### config.mk
export PLATFORM = sky130hd
export DESIGN_NAME = accel_query_host_flat
export DESIGN_NICKNAME = d
export VERILOG_FILES = /design/src/rtl/accel_query_host_pkg.sv /design/src/rtl/accel_query_host_if.sv /design/src/rtl/accel_query_host_reply_timer.sv /design/src/rtl/accel_query_host.sv /design/src/flat_wrapper.sv
export SDC_FILE = /design/constraint.sdc
export NUM_CORES = 1
export LEC_CHECK = 0
export ABC_AREA = 1
export CAP_MARGIN = 0
export CORE_MARGIN = 4
export CORE_UTILIZATION = 59
export CTS_CLUSTER_DIAMETER = 200
export DETAILED_ROUTE_END_ITERATION = 6
export HOLD_SLACK_MARGIN = 0.08
export PLACE_DENSITY = 0.87
export SLEW_MARGIN = 10
export SYNTH_ARGS = -nofsm -noshare
export SYNTH_HDL_FRONTEND = slang
export SYNTH_SLANG_ARGS = --single-unit
### constraint.sdc
create_clock -name CLK_50 -period 3.3 [get_ports CLK_50]
set_clock_uncertainty 0.2 [all_clocks]
set_input_delay 0.33 -clock CLK_50 [delete_from_list [all_inputs] [get_ports CLK_50]]
set_output_delay 0.33 -clock CLK_50 [all_outputs]
set_load 0.05 [all_outputs]
### src/rtl/accel_query_host_pkg.sv
// Shared types and constants for the accelerometer query host: FSM states,
// UART command bytes, error causes and the axis-to-command mapping.
package accel_query_pkg;

  typedef enum logic [2:0] {
    ST_IDLE,
    ST_SEND,
    ST_WAIT_TX,
    ST_HDR,
    ST_LO,
    ST_HI
  } state_t;

  localparam logic [7:0] CMD_X = 8'h78;
  localparam logic [7:0] CMD_Y = 8'h79;
  localparam logic [7:0] CMD_Z = 8'h7A;

  localparam logic [1:0] ERR_NONE     = 2'd0;
  localparam logic [1:0] ERR_BAD_AXIS = 2'd1;
  localparam logic [1:0] ERR_BAD_HDR  = 2'd2;
  localparam logic [1:0] ERR_TIMEOUT  = 2'd3;

  localparam logic [1:0] AXIS_INVALID = 2'd3;

  function automatic logic [7:0] axis_cmd(input logic [1:0] axis);
    case (axis)
      2'd0:    axis_cmd = CMD_X;
      2'd1:    axis_cmd = CMD_Y;
      2'd2:    axis_cmd = CMD_Z;
      default: axis_cmd = '0;
    endcase
  endfunction

endpackage

### src/rtl/accel_query_host_if.sv
// Query/UART/result bundle of accel_query_host. master = environment side
// (requester, UART model), slave = the query host itself.
interface accel_query_host_if;
  logic        req;
  logic [1:0]  axis;
  logic        tx_start;
  logic [7:0]  tx_data;
  logic        tx_busy;
  logic        rx_ready;
  logic [7:0]  rx_data;
  logic [15:0] sample;
  logic [1:0]  sample_axis;
  logic        sample_valid;
  logic        err;
  logic [1:0]  err_code;
  logic        busy;

  modport master (
    output req, axis, tx_busy, rx_ready, rx_data,
    input  tx_start, tx_data, sample, sample_axis, sample_valid, err, err_code, busy
  );

  modport slave (
    input  req, axis, tx_busy, rx_ready, rx_data,
    output tx_start, tx_data, sample, sample_axis, sample_valid, err, err_code, busy
  );
endinterface

### src/rtl/accel_query_host_reply_timer.sv
// Reply inactivity timer: counts enabled cycles since the last clear and
// flags expiry on the cycle whose edge completes TIMEOUT_CYCLES counts.
module reply_timer #(
  parameter int unsigned TIMEOUT_CYCLES = 2500000
) (
  input  logic clk_i,
  input  logic rst_ni,
  input  logic clear_i,
  input  logic enable_i,
  output logic expired_o
);

  localparam int unsigned W = (TIMEOUT_CYCLES > 2) ? $clog2(TIMEOUT_CYCLES) : 1;
  localparam logic [W-1:0] LIMIT = W'(TIMEOUT_CYCLES - 1);

  logic [W-1:0] count_q, count_d;

  always_comb begin
    count_d = count_q;
    if (clear_i)
      count_d = '0;
    else if (enable_i && (count_q != LIMIT))
      count_d = count_q + W'(1);
  end

  always_ff @(posedge clk_i or negedge rst_ni) begin
    if (!rst_ni) count_q <= '0;
    else         count_q <= count_d;
  end

  assign expired_o = enable_i && (count_q == LIMIT);

endmodule

### src/rtl/accel_query_host.sv
// Accelerometer query host: sends an axis command over UART, then collects a
// header byte and a little-endian 16-bit reading. Optional round-robin
// self-polling is enabled by defining ACCEL_QUERY_AUTOPOLL_EN.
module accel_query_host
  import accel_query_pkg::*;
#(
  parameter int unsigned TIMEOUT_CYCLES = 2500000,
  parameter logic [7:0]  HDR_BYTE       = 8'h00
) (
  input logic               CLK_50,
  input logic               iRSTN,
  accel_query_host_if.slave bus
);

  state_t      state_q, state_d;
  logic [1:0]  axis_q, axis_d;
  logic [7:0]  lo_q, lo_d;
  logic        seen_busy_q, seen_busy_d;
  logic        tx_start_q, tx_start_d;
  logic [7:0]  tx_data_q, tx_data_d;
  logic [15:0] sample_q, sample_d;
  logic [1:0]  sample_axis_q, sample_axis_d;
  logic        sample_valid_q, sample_valid_d;
  logic        err_q, err_d;
  logic [1:0]  err_code_q, err_code_d;

  logic        issue;
  logic [1:0]  issue_axis;
  logic        tx_done, tmr_clear, tmr_en, tmr_expired, timeout_hit;

`ifdef ACCEL_QUERY_AUTOPOLL_EN
  logic [1:0] rr_q, rr_d;
  logic       idle_q;

  // idle_q delays the self-issued query by one IDLE cycle; an explicit req wins.
  always_comb begin
    issue      = (state_q == ST_IDLE) && (bus.req || idle_q);
    issue_axis = bus.req ? bus.axis : rr_q;
    rr_d       = rr_q;
    if (issue && !bus.req)
      rr_d = (rr_q == 2'd2) ? 2'd0 : rr_q + 2'd1;
  end

  always_ff @(posedge CLK_50 or negedge iRSTN) begin
    if (!iRSTN) begin
      rr_q   <= '0;
      idle_q <= 1'b0;
    end else begin
      rr_q   <= rr_d;
      idle_q <= (state_q == ST_IDLE);
    end
  end
`else
  assign issue      = (state_q == ST_IDLE) && bus.req;
  assign issue_axis = bus.axis;
`endif

  assign tx_done     = seen_busy_q && !bus.tx_busy;
  assign tmr_en      = (state_q == ST_WAIT_TX) || (state_q == ST_HDR) ||
                       (state_q == ST_LO) || (state_q == ST_HI);
  assign tmr_clear   = bus.rx_ready || ((state_q == ST_SEND) && !bus.tx_busy);
  assign timeout_hit = tmr_expired && !bus.rx_ready;

  reply_timer #(
    .TIMEOUT_CYCLES(TIMEOUT_CYCLES)
  ) u_timer (
    .clk_i    (CLK_50),
    .rst_ni   (iRSTN),
    .clear_i  (tmr_clear),
    .enable_i (tmr_en),
    .expired_o(tmr_expired)
  );

  always_ff @(posedge CLK_50 or negedge iRSTN) begin
    if (!iRSTN) begin
      state_q        <= ST_IDLE;
      axis_q         <= '0;
      lo_q           <= '0;
      seen_busy_q    <= 1'b0;
      tx_start_q     <= 1'b0;
      tx_data_q      <= '0;
      sample_q       <= '0;
      sample_axis_q  <= '0;
      sample_valid_q <= 1'b0;
      err_q          <= 1'b0;
      err_code_q     <= ERR_NONE;
    end else begin
      state_q        <= state_d;
      axis_q         <= axis_d;
      lo_q           <= lo_d;
      seen_busy_q    <= seen_busy_d;
      tx_start_q     <= tx_start_d;
      tx_data_q      <= tx_data_d;
      sample_q       <= sample_d;
      sample_axis_q  <= sample_axis_d;
      sample_valid_q <= sample_valid_d;
      err_q          <= err_d;
      err_code_q     <= err_code_d;
    end
  end

  always_comb begin
    state_d = state_q;
    case (state_q)
      ST_IDLE:    if (issue && (issue_axis != AXIS_INVALID)) state_d = ST_SEND;
      ST_SEND:    if (!bus.tx_busy) state_d = ST_WAIT_TX;
      ST_WAIT_TX: begin
        if (tx_done)          state_d = ST_HDR;
        else if (timeout_hit) state_d = ST_IDLE;
      end
      ST_HDR: begin
        if (bus.rx_ready)     state_d = (bus.rx_data == HDR_BYTE) ? ST_LO : ST_IDLE;
        else if (timeout_hit) state_d = ST_IDLE;
      end
      ST_LO: begin
        if (bus.rx_ready)     state_d = ST_HI;
        else if (timeout_hit) state_d = ST_IDLE;
      end
      ST_HI:      if (bus.rx_ready || timeout_hit) state_d = ST_IDLE;
      default:    state_d = ST_IDLE;
    endcase
  end

  always_comb begin
    tx_start_d     = 1'b0;
    tx_data_d      = tx_data_q;
    sample_d       = sample_q;
    sample_axis_d  = sample_axis_q;
    sample_valid_d = 1'b0;
    err_d          = 1'b0;
    err_code_d     = err_code_q;
    axis_d         = axis_q;
    lo_d           = lo_q;
    seen_busy_d    = seen_busy_q;
    case (state_q)
      ST_IDLE: begin
        if (issue) begin
          if (issue_axis == AXIS_INVALID) begin
            err_d      = 1'b1;
            err_code_d = ERR_BAD_AXIS;
          end else begin
            axis_d = issue_axis;
          end
        end
      end
      ST_SEND: begin
        if (!bus.tx_busy) begin
          tx_start_d  = 1'b1;
          tx_data_d   = axis_cmd(axis_q);
          seen_busy_d = 1'b0;
        end
      end
      ST_WAIT_TX: begin
        if (bus.tx_busy) seen_busy_d = 1'b1;
        if (!tx_done && timeout_hit) begin
          err_d      = 1'b1;
          err_code_d = ERR_TIMEOUT;
        end
      end
      ST_HDR: begin
        if (bus.rx_ready) begin
          if (bus.rx_data != HDR_BYTE) begin
            err_d      = 1'b1;
            err_code_d = ERR_BAD_HDR;
          end
        end else if (timeout_hit) begin
          err_d      = 1'b1;
          err_code_d = ERR_TIMEOUT;
        end
      end
      ST_LO: begin
        if (bus.rx_ready) begin
          lo_d = bus.rx_data;
        end else if (timeout_hit) begin
          err_d      = 1'b1;
          err_code_d = ERR_TIMEOUT;
        end
      end
      ST_HI: begin
        if (bus.rx_ready) begin
          sample_d       = {bus.rx_data, lo_q};
          sample_axis_d  = axis_q;
          sample_valid_d = 1'b1;
        end else if (timeout_hit) begin
          err_d      = 1'b1;
          err_code_d = ERR_TIMEOUT;
        end
      end
      default: ;
    endcase
  end

  assign bus.tx_start     = tx_start_q;
  assign bus.tx_data      = tx_data_q;
  assign bus.sample       = sample_q;
  assign bus.sample_axis  = sample_axis_q;
  assign bus.sample_valid = sample_valid_q;
  assign bus.err          = err_q;
  assign bus.err_code     = err_code_q;
  assign bus.busy         = (state_q != ST_IDLE);

endmodule

### src/flat_wrapper.sv
// flat-port wrapper written by rule: the top's interface ports become plain ports
module accel_query_host_flat import accel_query_pkg::*;
#(
  parameter int unsigned TIMEOUT_CYCLES = 2500000,
  parameter logic [7:0]  HDR_BYTE       = 8'h00
)
  (CLK_50, iRSTN, bus_req, bus_axis, bus_tx_busy, bus_rx_ready, bus_rx_data, bus_tx_start, bus_tx_data, bus_sample, bus_sample_axis, bus_sample_valid, bus_err, bus_err_code, bus_busy);
  accel_query_host_if bus_i ();
  input logic CLK_50;
  input logic iRSTN;
  input wire logic [$bits(bus_i.req)-1:0] bus_req;
  input wire logic [$bits(bus_i.axis)-1:0] bus_axis;
  input wire logic [$bits(bus_i.tx_busy)-1:0] bus_tx_busy;
  input wire logic [$bits(bus_i.rx_ready)-1:0] bus_rx_ready;
  input wire logic [$bits(bus_i.rx_data)-1:0] bus_rx_data;
  output wire logic [$bits(bus_i.tx_start)-1:0] bus_tx_start;
  output wire logic [$bits(bus_i.tx_data)-1:0] bus_tx_data;
  output wire logic [$bits(bus_i.sample)-1:0] bus_sample;
  output wire logic [$bits(bus_i.sample_axis)-1:0] bus_sample_axis;
  output wire logic [$bits(bus_i.sample_valid)-1:0] bus_sample_valid;
  output wire logic [$bits(bus_i.err)-1:0] bus_err;
  output wire logic [$bits(bus_i.err_code)-1:0] bus_err_code;
  output wire logic [$bits(bus_i.busy)-1:0] bus_busy;
  assign bus_i.req = bus_req;
  assign bus_i.axis = bus_axis;
  assign bus_i.tx_busy = bus_tx_busy;
  assign bus_i.rx_ready = bus_rx_ready;
  assign bus_i.rx_data = bus_rx_data;
  assign bus_tx_start = bus_i.tx_start;
  assign bus_tx_data = bus_i.tx_data;
  assign bus_sample = bus_i.sample;
  assign bus_sample_axis = bus_i.sample_axis;
  assign bus_sample_valid = bus_i.sample_valid;
  assign bus_err = bus_i.err;
  assign bus_err_code = bus_i.err_code;
  assign bus_busy = bus_i.busy;
  accel_query_host #(.TIMEOUT_CYCLES(TIMEOUT_CYCLES), .HDR_BYTE(HDR_BYTE)) u_core (.CLK_50(CLK_50), .iRSTN(iRSTN), .bus(bus_i));
endmodule
==> impl_metrics.toml, run 1 <==
[layout]
n_fill_cell = 436
area_growth_pct = 21.2
layout-drive-gt1-share = 0.149
layout.nets = 487
layoutNonFillerInstCount = 548
diodes = 0
fin_util = 0.748

[timing]
rsz0062_at_grt = "false"
tightestPinTransition_ps = 615
hold_violations = 0
setup_ws_ps = 854
post-route-period-util = 0.741
setup_viol = 0
maxSlewViolCount = 0
fin_crit_ps = 2450
maxSlewHeadroom = 0.589
fin_tns_setup_ps = 0
fmax_mhz = 409

[clock_tree]
postCtsSetupBuffers = 0
cts.sinks = 62
cts_buffer_depth = 2
h-tree-depth = 3
tritoncts = "yes"
cts-root-buf = "clkbuf_8"
worstSkewPairLatency_ps = 340
numCtsBuffers = 9
clk_pin_slew_ps = 60

[synthesis]
ys_ff_latch = 62
synth-edff-count = 0
yosys.area.top_type_share = 0.448
synth_common_cells = "nand2_1, dfrtp_1, nor2_1"
synth_top_cells_by_area = "dfrtp_1, nand2_1, nor2_1, inv_1, o21ai_0"
yosys.area.top_type = "dfrtp_1"
ys_seq_area_frac = 0.448
yosysMostFrequentCell = "nand2_1"
syn_inst = 423
yosys_warnings = 0
ys_async_sr_fraction = 1.00
syn_area_per_cell_um2 = 8.18
synth_ff_type = "dfrtp_1"
syn_area_um2 = 3460
synth_cell_types = 37

[detailed_routing]
viasPerCell = 5.52
wl_per_cell_um = 15.0
wl_mm = 8.19
post-route-drc-count = 0
postRouteAntennaNets = 0
dr.pass1.iters = 4
drtIter0Drc = 166
vias = 3023

[worst_setup_path]
crit_type = "flop to output port"
worstPathRequired_ps = 2770
ff2ff_setup_slack_ps = 1100
cp-end-kind = "output port"
crit_end = "bus_busy"
path_max_fanout = 5
r2r_end = "u_core.u_timer.count_q[4]"
worstPathArrival_ps = 1920
crit_start = "u_core.state_q[2]"
rr_startpoint = "u_core.u_timer.count_q[0]"
cp-start-kind = "flop"
rr_worst_depth = 11

[placement]
dpl.hpwl_mm = 5.90
pre_cts_ws_ps = 800
io_buffers = 44
dp.cells = 531
gp_congestion = 0.922

[floorplanning]
die_x_um = 84.6
die_h_um = 84.6
io_pins = 47
coreArea_um2 = 5610
start_util = 0.617
rows = 27
fp.dieArea_um2 = 7160

[global_routing]
grt_pass1_wl_mm = 13.8
grt_use_total = 0.242
antenna_found_initial = 0
overflow = 0
grt_max_degree = 25
grt_pass1_vias = 3031

[power]
powerDensity_nw_per_um2 = 831
p_leak_nw = 1.84
power_mw = 3.49
vdd_ir_drop_max_mv = 0.750

[outcome]
status = "complete, no violations"

[min_path]
hp-class = "flop to flop"

[flow_run]
cap_viol_max_count = 0
-- cells by family (layout without fill, tap and decap cells) --
kind of cell / Yosys count / in the layout / share of synthesized area
xor+xnor: 7 / 7 / 0.0177
compound gates: 61 / 61 / 0.110
other cells: 1 / 2 / 0.00108
fa+ha+maj: 1 / 1 / 0.00361
buf+inv: 65 / 117 / 0.0853
mux: 8 / 8 / 0.0260
flops: 62 / 62 / 0.448
simple gates: 218 / 218 / 0.308
-- cells in the final DEF (no fill, tap or decap), drive strengths merged, types with 2 or more instances in the layout --
cell type      count
nand3             26
a21o               2
clkinvlp           2
o21a              10
a31oi              2
conb               2
o21ai             36
xor2               6
nor3              11
clkdlybuf4s50     43
buf                6
mux2               8
clkbuf            11
inv               50
bufinv             3
nand4             20
nand2            108
dfrtp             62
o31ai              3
nor2              52
a21oi              7
-- per-layer routing --
metal | track usage | up-vias | wire length (um)
met5 | 0 | - | 0
met3 | 0.0716 | 14 | 418
met4 | 0.0906 | 0 | 154
met2 | 0.418 | 95 | 4120
li1 | - | 1477 | -
met1 | 0.283 | 1437 | 3500
-- metrics by stage --
step	hold WS (ps)	instance area (um^2)
2_1_floorplan	-166	3470
3_3_place_gp	128	3930
3_5_place_dp	147	3930
4_1_cts	292	4200
5_1_grt	321	4200
6_report	288	4200
-- area by class of cell --
class | count | area, um^2 | area share
clock buffers | 11 | 151 | 0.0361
clock inverters | 5 | 105 | 0.0250
inverters | 51 | 194 | 0.0462
multi-input cells | 297 | 1620 | 0.386
flip-flops and latches | 62 | 1550 | 0.370
well taps | 72 | 90.1 | 0.0215
repair buffers | 50 | 483 | 0.115
-- worst min path at each step --
stage / start / endpoint / slack (ps) / cells after the start
after floorplan: iRSTN / u_core.axis_q[0] / -170 / 0
after global placement: iRSTN / u_core.u_timer.count_q[0] / 130 / 1
after detailed placement: iRSTN / u_core.u_timer.count_q[0] / 150 / 1
after CTS: u_core.lo_q[0] / u_core.lo_q[0] / 290 / 2
after global routing: iRSTN / u_core.u_timer.count_q[0] / 320 / 2
final: u_core.lo_q[0] / u_core.lo_q[0] / 290 / 2
-- worst max-delay path, cell delays in order (launching register included) --
cell,delay (ps)
dfrtp_1,420
inv_2,100
nand2_1,100
nor2_2,170
inv_1,80
clkdlybuf4s50_1,700
-- state kept, by name, indices dropped and copies added, names as in the netlist --
register / cells
u_core.u_timer.count_q: 22
u_core.bus.sample: 16
u_core.lo_q: 8
u_core.bus.tx_data: 3
u_core.state_q: 3
u_core.axis_q: 2
u_core.bus.err_code: 2
u_core.bus.sample_axis: 2
u_core.bus.err: 1
u_core.bus.sample_valid: 1
u_core.bus.tx_start: 1
u_core.seen_busy_q: 1
-- where the power goes --
group          switching, mW  internal, mW  leakage (nW)
combinational           1.04         0.491         0.909
sequential             0.140         0.969         0.810
clock                  0.302         0.543         0.122
total                   1.49          2.00          1.84
-- repair_timing --
item / in CTS / in global routing
hold buffers: 1 / 0
resized for setup: 0 / 0
hold endpoints to repair: 22 / 0
Note: power is estimated with default switching activity, not from simulation.
==> run 2: changes to the inputs <==
CORE_UTILIZATION = 55   (was 59)
PLACE_DENSITY = 0.82   (was 0.87)
clock period = 2.55 ns   (was 3.3 ns; I/O delays follow)
==> run 2 against run 1 <==
Die area is 6.6% higher. Clock power is 5.4% higher. Core utilization is 6.0 points lower. Critical endpoint unchanged. Largest power group unchanged. Highest routed layer unchanged.
==> impl_metrics.toml, run 2 (synthesis gave the netlist of run 1 again) <==
[power]
power.switching_mw = 1.91
p_seq_frac = 0.330
vdd_ir_drop_max_mv = 1.01
p_leak_nw = 1.82
clkPwrFrac = 0.207
p_int_mw = 2.39
powerDensity_nw_per_um2 = 1040
power_switching_share = 0.444
power_frac_comb = 0.463

[timing]
rsz0062_at_grt = "false"
hold_violations = 0
setup_viol = 0
post-route-period-util = 0.934
tightestPinTransition_ps = 622
fin_crit_ps = 2380
fmax_mhz = 420
maxSlewHeadroom = 0.585
fin_tns_setup_ps = 0
whs_ps = 252
maxSlewViolCount = 0

[global_routing]
antenna_found_initial = 0
grt_pass1_wl_mm = 14.1
grt_use_met3 = 0.0672
gr-max-usage-layer = "met2"
overflow = 0
grt_max_degree = 39
grt_pass1_vias = 3081
grt_use_met1 = 0.308
grtUsageMet2 = 0.365
grt_use_total = 0.238

[detailed_routing]
post-route-drc-count = 0
vias = 3004
dr.pass1.iters = 4
viasPerCell = 5.46
wl_mm = 8.11
postRouteAntennaNets = 0
drtIter0Drc = 175
wl_per_cell_um = 14.8

[layout]
layout_commonest_cell = "nand2_1"
layout.nets = 486
top_register = "u_core.u_timer.count_q"
area_growth_pct = 19.9
fin_area_um2 = 4150
largest_reg_flops = 22
layoutNonFillerInstCount = 550
most-common-layout-cells = "nand2_1, dfrtp_1, nor2_1, inv_1, clkdlybuf4s50_1"
n_fill_cell = 497
layout-drive-gt1-share = 0.143
multi_input_area_um2 = 1620
seq_area_um2 = 1550
diodes = 0

[worst_setup_path]
cp_cell_sequence = "inv_2 -> nand2_1 -> nor2_2 -> inv_1 -> clkdlybuf4s50_1"
worstPathArrival_ps = 1930
crit_type = "flop to output port"
path_max_fanout = 5
cp-end-kind = "output port"
worstPathRequired_ps = 2100
cp-start-kind = "flop"
cp_slowest_cell = "clkdlybuf4s50_1"
crit_path_max_incr_delay_ps = 710

[placement]
io_buffers = 44
placed_cell_area_um2 = 3940
dp.cells = 533
gp_congestion = 0.928
dpl.hpwl_mm = 6.00

[clock_tree]
tritoncts = "yes"
clk_pin_slew_ps = 70
numCtsBuffers = 9
h-tree-depth = 3
postCtsSetupBuffers = 0
post_cts_resize_count = 0
cts_buffer_depth = 2
cts-root-buf = "clkbuf_8"
cts.sinks = 62
holdBufCountCts = 1
worstSkewPairLatency_ps = 340

[floorplanning]
fp.dieArea_um2 = 7630
start_util = 0.575
die_x_um = 87.3
die_h_um = 87.3
coreArea_um2 = 6030
io_pins = 47
rows = 28

[outcome]
status = "complete, no violations"

[min_path]
hp-class = "input pin to async pin"

[flow_run]
cap_viol_max_count = 0
run 2: worst paths after layout:
kind / startpoint / to / slack [ps] / depth (start not counted)
max reg2reg: u_core.u_timer.count_q[0] / u_core.u_timer.count_q[4] / 450 / 11
min reg2reg: u_core.lo_q[5] / u_core.lo_q[5] / 290 / 2
min: iRSTN / u_core.u_timer.count_q[19] / 250 / 2
max: u_core.state_q[2] / bus_busy / 170 / 5
max in group asynchronous: iRSTN / u_core.state_q[2] / 1280 / 3
min in group CLK_50: u_core.lo_q[5] / u_core.lo_q[5] / 290 / 2
run 2: critical path, delay by kind of cell (launching register included):
family / cells / cell delay, ps
flops: 1 / 420
buf+inv: 3 / 890
simple gates: 2 / 280
run 2: per-layer routing:
metal  up-vias  part of all wire
met5         -                 0
met1      1414              0.45
met4         0             0.027
met2        92              0.45
li1       1469                 -
met3        29             0.070
run 2: layout make-up:
cell class / count / share of cell area
flip-flops and latches: 62 / 0.374
inverters: 51 / 0.0467
clock buffers: 13 / 0.0383
repair buffers: 49 / 0.118
clock inverters: 3 / 0.0103
well taps: 75 / 0.0226
multi-input cells: 297 / 0.391
run 2: power by group through the flow:
stage	sequential [mW]	combinational, mW	clock, mW
final	1.42	1.99	0.891
after CTS	1.42	2.00	0.903
after detailed placement	1.43	1.99	0
after global routing	1.45	2.15	0.944
after floorplan	1.96	0.887	0
after global placement	1.42	1.96	0
run 2: stage by stage:
| step | util | power, mW | worst slack (ps) |
|---|---|---|---|
| after CTS | 0.689 | 4.32 | 177 |
| after floorplan | - | 2.85 | 725 |
| after global routing | 0.689 | 4.54 | 111 |
| after global placement | 0.654 | 3.37 | 498 |
| after detailed placement | 0.654 | 3.42 | 447 |
| final | 0.689 | 4.31 | 168 |
==> run 3: changes to the inputs <==
CORE_UTILIZATION = 51   (was 55)
PLACE_DENSITY = 0.77   (was 0.82)
SKIP_LAST_GASP = 1   (was unset)
==> run 3 against run 2 <==
Sequential share of layout area shrank 0.28 points. Die area rose by 7.1%. Worst hold slack gained 5.3 ps. Setup slack gained 2.2 ps. Largest cell class unchanged. Core utilization shrank 4.1 points. Critical path depth did not move. First-iteration DRC count up 21%. Flip-flop and latch count unchanged.
==> impl_metrics.toml, run 3 (synthesis gave the netlist of run 1 again) <==
[worst_setup_path]
rr_worst_depth = 11
cp-start-kind = "flop"
worstPathArrival_ps = 1930
rr_startpoint = "u_core.u_timer.count_q[0]"
ff2ff_setup_slack_ps = 430
path_max_fanout = 5
crit_end = "bus_busy"
cp-end-kind = "output port"
r2r_end = "u_core.u_timer.count_q[4]"
crit_start = "u_core.state_q[2]"
crit_type = "flop to output port"
worstPathRequired_ps = 2100

[detailed_routing]
post-route-drc-count = 0
postRouteAntennaNets = 0
wl_per_cell_um = 14.2
viasPerCell = 5.32
drtIter0Drc = 211
dr.pass1.iters = 4
vias = 2936
wl_mm = 7.81

[layout]
largest_reg_flops = 22
diodes = 0
layout.nets = 486
top_register = "u_core.u_timer.count_q"
seq_area_um2 = 1550
layout-drive-gt1-share = 0.147
n_fill_cell = 571
area_growth_pct = 20.8
most-common-layout-cells = "nand2_1, dfrtp_1, nor2_1, inv_1, clkdlybuf4s50_1"
layout_commonest_cell = "nand2_1"
fin_area_um2 = 4180
multi_input_area_um2 = 1620

[clock_tree]
cts_buffer_depth = 2
numCtsBuffers = 9
tritoncts = "yes"
clk_pin_slew_ps = 80
cts.sinks = 62
cts-root-buf = "clkbuf_8"
postCtsSetupBuffers = 0
worstSkewPairLatency_ps = 340
h-tree-depth = 3

[timing]
hold_violations = 0
rsz0062_at_grt = "false"
setup_viol = 0
fin_tns_setup_ps = 0
fin_crit_ps = 2380
post-route-period-util = 0.933
maxSlewViolCount = 0
maxSlewHeadroom = 0.647
fmax_mhz = 420
tightestPinTransition_ps = 528
setup_ws_ps = 170

[floorplanning]
rows = 29
die_h_um = 90.4
die_x_um = 90.4
io_pins = 47
coreArea_um2 = 6460
start_util = 0.536
fp.dieArea_um2 = 8170

[placement]
placed_cell_area_um2 = 3940
dpl.hpwl_mm = 5.70
pre_cts_ws_ps = 393
gp_congestion = 0.897
io_buffers = 44

[flow_run]
cap_viol_max_count = 0

[outcome]
status = "complete, no violations"

[global_routing]
grt_pass1_vias = 2911
grt_max_degree = 63
antenna_found_initial = 0
grt_use_total = 0.203
grt_pass1_wl_mm = 13.7
overflow = 0

[power]
powerDensity_nw_per_um2 = 1050
p_leak_nw = 1.83
vdd_ir_drop_max_mv = 0.816

[min_path]
hp-class = "input pin to async pin"
## run 3: metrics by stage
stage,util,instances,hold WS [ps],total power [mW]
after floorplan,-,424,-241,2.85
after global placement,0.610,535,90.5,3.38
after detailed placement,0.610,535,92.3,3.41
after CTS,0.647,552,259,4.43
after global routing,0.647,552,273,4.66
final,0.647,552,257,4.40
## run 3: final cells by class
class                      instances  share of cell area
clock buffer                      10              0.0329
clock inverter                     6              0.0221
inverter                          51              0.0464
multi-input combinational        297               0.388
sequential                        62               0.371
tap                               77              0.0230
timing repair buffer              49               0.117
## run 3: how the worst min path moves through the flow
stage / end / cells after the start / slack (ps)
after floorplan: u_core.axis_q[0] / 0 / -240
after global placement: u_core.u_timer.count_q[3] / 2 / 90
after detailed placement: u_core.u_timer.count_q[19] / 2 / 90
after CTS: u_core.u_timer.count_q[19] / 3 / 260
after global routing: u_core.u_timer.count_q[18] / 3 / 270
final: u_core.u_timer.count_q[18] / 3 / 260
## run 3: metal layers
| metal | share of wire | wire length (um) | vias to the layer above | global-route usage |
|---|---|---|---|---|
| met4 | 0.016 | 125 | 0 | 0.0740 |
| li1 | - | - | 1468 | - |
| met5 | 0 | 0 | - | 0 |
| met2 | 0.45 | 3540 | 82 | 0.316 |
| met1 | 0.46 | 3600 | 1373 | 0.266 |
| met3 | 0.070 | 549 | 13 | 0.0633 |
## run 3: what timing repair did
action	in CTS	in global routing
gates resized for setup	0	0
hold buffers	1	0
endpoints found under the setup margin	0	0
hold endpoints to repair	62	0
## run 3: critical path, stage by stage (launching register included)
cell	delay (ps)
dfrtp_1	420
inv_2	100
nand2_1	110
nor2_2	170
inv_1	80
clkdlybuf4s50_1	700
## run 3: power by group
part	internal, mW	total, mW	leakage [nW]	switching (mW)
clock network	0.584	1.00	0.110	0.420
registers	1.25	1.42	0.810	0.166
logic	0.638	1.98	0.909	1.34
